`config.mk`:
```
export PLATFORM = sky130hd
export DESIGN_NAME = id_hazard_ctrl
export DESIGN_NICKNAME = d
export VERILOG_FILES = /design/src/rtl/id_hazard_ctrl.sv
export SDC_FILE = /design/constraint.sdc
export NUM_CORES = 1
export LEC_CHECK = 0
export CORE_UTILIZATION = 51
export DETAILED_ROUTE_END_ITERATION = 7
export PLACE_DENSITY = 0.92
export RECOVER_POWER = 50
export SYNTH_ARGS = -nofsm -noshare
export SYNTH_HDL_FRONTEND = slang
export SYNTH_SLANG_ARGS = --single-unit
```
`constraint.sdc`:
```
create_clock -name clk -period 6.61 [get_ports clk]
set_input_delay 1.322 -clock clk [delete_from_list [all_inputs] [get_ports clk]]
set_output_delay 1.322 -clock clk [all_outputs]
set_load 0.005 [all_outputs]
```
`src/rtl/id_hazard_ctrl.sv`:
```
// Decode-stage interlock: a pending-write scoreboard stalls RAW/WAW hazards and a counter
// sequences flush bubbles after a taken jump. Define WB_BYPASS_EN to let a same-cycle
// writeback resolve a hazard; the register bank must then forward the write data.
module id_hazard_ctrl #(
    parameter int unsigned NREG      = 8,
    parameter int unsigned REG_W     = 3,
    parameter int unsigned FLUSH_CYC = 2,
    parameter int unsigned CNT_W     = 16
) (
    input  logic             clk,
    input  logic             rst,
    input  logic             id_valid,
    input  logic [REG_W-1:0] id_src1,
    input  logic             id_src1_use,
    input  logic [REG_W-1:0] id_src2,
    input  logic             id_src2_use,
    input  logic [REG_W-1:0] id_dst,
    input  logic             id_wr,
    input  logic             id_jump,
    input  logic             wb_valid,
    input  logic [REG_W-1:0] wb_dst,
    output logic             issue,
    output logic             stall,
    output logic             bubble,
    output logic             flush,
    output logic [NREG-1:0]  busy_mask,
    output logic [CNT_W-1:0] stall_cnt,
    output logic             err_wb
);

    typedef enum logic [1:0] {
        StRun,
        StStall,
        StFlush
    } state_e;

    state_e           state_q, state_d;
    logic [2:0]       fcnt_q, fcnt_d;
    logic [NREG-1:0]  pend_q, pend_d;
    logic [CNT_W-1:0] stall_cnt_q, stall_cnt_d;
    logic             err_q, err_d;

    logic [NREG-1:0]  wb_mask;
    logic [NREG-1:0]  set_mask;
    logic [NREG-1:0]  hz_pend;
    logic             hz;

    assign wb_mask = wb_valid ? (NREG'(1) << wb_dst) : '0;

`ifdef WB_BYPASS_EN
    assign hz_pend = pend_q & ~wb_mask;
`else
    assign hz_pend = pend_q;
`endif

    assign hz = (id_src1_use & hz_pend[id_src1]) |
                (id_src2_use & hz_pend[id_src2]) |
                (id_wr & hz_pend[id_dst]);

    // RUN and STALL decode identically; STALL only records that the held instruction waits.
    always_comb begin
        state_d = state_q;
        fcnt_d  = fcnt_q;
        issue   = 1'b0;
        stall   = 1'b0;
        flush   = 1'b0;
        if (!rst) begin
            unique case (state_q)
                StRun, StStall: begin
                    if (!id_valid) begin
                        state_d = StRun;
                    end else if (hz) begin
                        stall   = 1'b1;
                        state_d = StStall;
                    end else begin
                        issue = 1'b1;
                        if (id_jump) begin
                            state_d = StFlush;
                            fcnt_d  = 3'(FLUSH_CYC);
                        end else begin
                            state_d = StRun;
                        end
                    end
                end
                StFlush: begin
                    flush = 1'b1;
                    if (fcnt_q <= 3'd1) begin
                        state_d = StRun;
                        fcnt_d  = 3'd0;
                    end else begin
                        fcnt_d = fcnt_q - 3'd1;
                    end
                end
                default: begin
                    state_d = StRun;
                    fcnt_d  = 3'd0;
                end
            endcase
        end
    end

    assign bubble = stall | flush;

    // A new outstanding write to the register being written back stays pending.
    always_comb begin
        set_mask    = (issue & id_wr) ? (NREG'(1) << id_dst) : '0;
        pend_d      = (pend_q & ~wb_mask) | set_mask;
        err_d       = err_q | (wb_valid & ~pend_q[wb_dst]);
        stall_cnt_d = stall_cnt_q;
        if (stall && (stall_cnt_q != '1)) begin
            stall_cnt_d = stall_cnt_q + CNT_W'(1);
        end
    end

    always_ff @(posedge clk) begin
        if (rst) begin
            state_q     <= StRun;
            fcnt_q      <= 3'd0;
            pend_q      <= '0;
            stall_cnt_q <= '0;
            err_q       <= 1'b0;
        end else begin
            state_q     <= state_d;
            fcnt_q      <= fcnt_d;
            pend_q      <= pend_d;
            stall_cnt_q <= stall_cnt_d;
            err_q       <= err_d;
        end
    end

    assign busy_mask = pend_q;
    assign stall_cnt = stall_cnt_q;
    assign err_wb    = err_q;

    stall_flush_excl: assert property (@(posedge clk) disable iff (rst) !(stall && flush));

endmodule

```
==> flow_summary.yaml <==
global_route:
  grt_use_total_pct: 27.2
  grt_pass1_vias: 1664
  grt_pass1_wl_mm: 7.42
  antenna_found_initial: 0
  grt_overflow: 0
  grt_start_max_net_pins: 35
outcome:
  status: "finished clean"
timing:
  layout_setup_ws_ns: 1.15
  slew_violations: 0
  skew_ns: 0.00905
  fin_crit_ns: 5.46
  fin_tns_setup_ns: 0
  worst_pin_slew_ns: 0.588
  fin_crit_sh_pct: 82.5
  fmax_mhz: 183
  finalSetupViolCount: 0
  hold_viol: 0
  rsz0062_at_grt: "false"
  slew_headroom_pct: 60.4
die:
  row_count: 21
  start_util_pct: 53.1
  core_area_um2: 3340
  die_height_um: 61.0
  dieWidth_um: 61.0
  ios: 49
  dieArea_um2: 3720
synthesis:
  synth_edf_count: 0
  synth_flop_cell: "dfxtp_1"
  syn_area_per_cell_um2: 8.69
  synth_cell_types: 48
  yosysWarnings: 0
  syn_area_um2: 1770
  yosysSeqAreaShare_pct: 33.9
  synthArstFlopShare_pct: 0
  synthesis.nets: 227
  synth_seq_cells: 30
  netlist_instances: 204
route:
  drt_iter0_drc: 127
  wl_per_cell_um: 15.6
  num_vias: 1818
  routed_wl_mm: 4.66
  route.detailed.drc: 0
  vias_per_cell: 6.10
  route.antenna.remaining_nets: 0
  first_pass_iters: 5
place:
  portBuffers: 48
  dpl.hpwl_mm: 3.42
  gp_congestion: 0.847
  dp_worst_setup_slack_ns: 1.39
power_and_ir_drop:
  vdd_drop_max_v: 0.000106
  p_leak_nw: 0.887
  p_per_area_nw_per_um2: 147
finish:
  diodes: 0
  syn_to_final_growth_pct: 31.1
  layout-drive-gt1-share_pct: 7.94
  final_nets: 276
run:
  max_cap_violations: 0
critical_path:
  crit_path_start_kind: "primary input"
  arrival_ns: 4.13
  worst_ep_required_time_ns: 5.29
  crit_type: "primary input to output port"
  cp_max_fo: 24
  end_kind: "output port"
clock_network:
  cts_resized: 0
  cts_root_buf: "clkbuf_4"
  cts_buffer_depth: 2
  cts.sinks: 30
  clk_pin_slew_ns: 0.09
  cts_tree: "built"
  cts_hold_buf: 0
  htreeDepth: 2
  clkLatencyLatePin_ns: 0.34
  cts_setup_buffers: 0
  cts_buffers: 5
worst_hold_path:
  holdCritPathClass: "flip-flop to flip-flop"
## metal layers
metal,routed length [µm],vias to the layer above,global-route usage [%]
met4,95,0,11.4
met1,2050,865,32.9
met3,193,14,7.25
met2,2320,57,45.8
met5,0,-,0
li1,-,882,-
## state kept, by name, indices dropped and copies added (netlist names)
register   flops
state_q        2
stall_cnt     16
busy_mask      8
fcnt_q         3
err_wb         1
## cell families (layout without fill, tap and decap cells)
logic type,count (synthesis),count (layout),synth area share [%]
buf+inv,17,65,4.23
flops,30,30,33.9
simple gates,74,74,23.0
mux,15,15,12.3
compound gates,65,65,24.5
fa+ha+maj,3,3,2.12
## cells in the mapped netlist, drive strengths merged, types with 3 or more instances
master / number / share of area [%]
a21oi: 17 / 4.8
a311oi: 3 / 1.5
clkbuf: 5 / 1.1
dfxtp: 30 / 34
ha: 3 / 2.1
inv: 10 / 2.1
mux2: 4 / 2.5
mux2i: 6 / 3.4
mux4: 5 / 6.4
nand2: 12 / 2.5
nand2b: 7 / 2.5
nand3: 10 / 2.8
nand3b: 4 / 1.7
nand4: 3 / 1.1
nor2: 11 / 2.3
nor2b: 4 / 1.4
nor3: 5 / 1.7
o21ai: 17 / 5.6
o22ai: 7 / 2.5
o31ai: 6 / 2.5
or3: 8 / 2.8
## final timing paths
check	startpoint	to	slack, ns	cells past startpoint
worst max-delay path	id_dst[0]	bubble	1.15	7
worst min register to register	err_wb	err_wb	0.49	2
worst max register to register	busy_mask[7]	stall_cnt[3]	4.11	7
worst min-delay path	err_wb	err_wb	0.49	2
## final cells by class
type	count	area (µm²)
Fill cell	285	1010
Sequential cell	30	601
Inverter	10	37.5
Timing Repair Buffer	49	488
Tap cell	46	57.6
Multi-Input combinational cell	157	1090
Clock buffer	6	51.3
## cells in the final DEF, fill, tap and decap left out, types with 3 or more instances in the layout
master	instances
inv_1	9
o22ai_1	7
ha_1	3
mux4_2	5
mux2i_1	6
clkdlybuf4s50_1	21
o21ai_1	8
nor2b_1	4
nand2_1	12
dlygate4sd3_1	27
o31ai_1	6
nand3_1	10
nor2_1	11
or3_1	8
clkbuf_4	5
a311oi_1	3
dfxtp_1	30
mux2_2	3
nor3_1	4
nand2b_1	7
o21ai_0	8
a21oi_1	17
nand3b_1	4
nand4_1	3
## per-stage QoR
step / util (%) / hold slack (ns) / power (mW) / area [µm²] / std cells
floorplan: - / 0.460 / 0.211 / 1770 / 204
global placement: 68.4 / 0.463 / 0.235 / 2280 / 292
detailed placement: 68.4 / 0.465 / 0.237 / 2280 / 292
CTS: 69.9 / 0.489 / 0.343 / 2330 / 298
global route: 69.6 / 0.513 / 0.355 / 2320 / 298
finish: 69.6 / 0.491 / 0.342 / 2320 / 298
## critical path: stages
cell	delay, ns
dlygate4sd3_1	0.64
mux4_2	0.52
a22oi_1	0.22
o21ai_0	0.26
o21ai_4	0.52
o21ai_0	0.18
clkdlybuf4s50_1	0.48
## where the power goes
part | total, mW | switching [mW] | internal (mW)
logic | 0.0458 | 0.0221 | 0.0238
clock network | 0.110 | 0.0623 | 0.0478
registers | 0.186 | 0.00247 | 0.183
(Power assumes the default switching activity.)
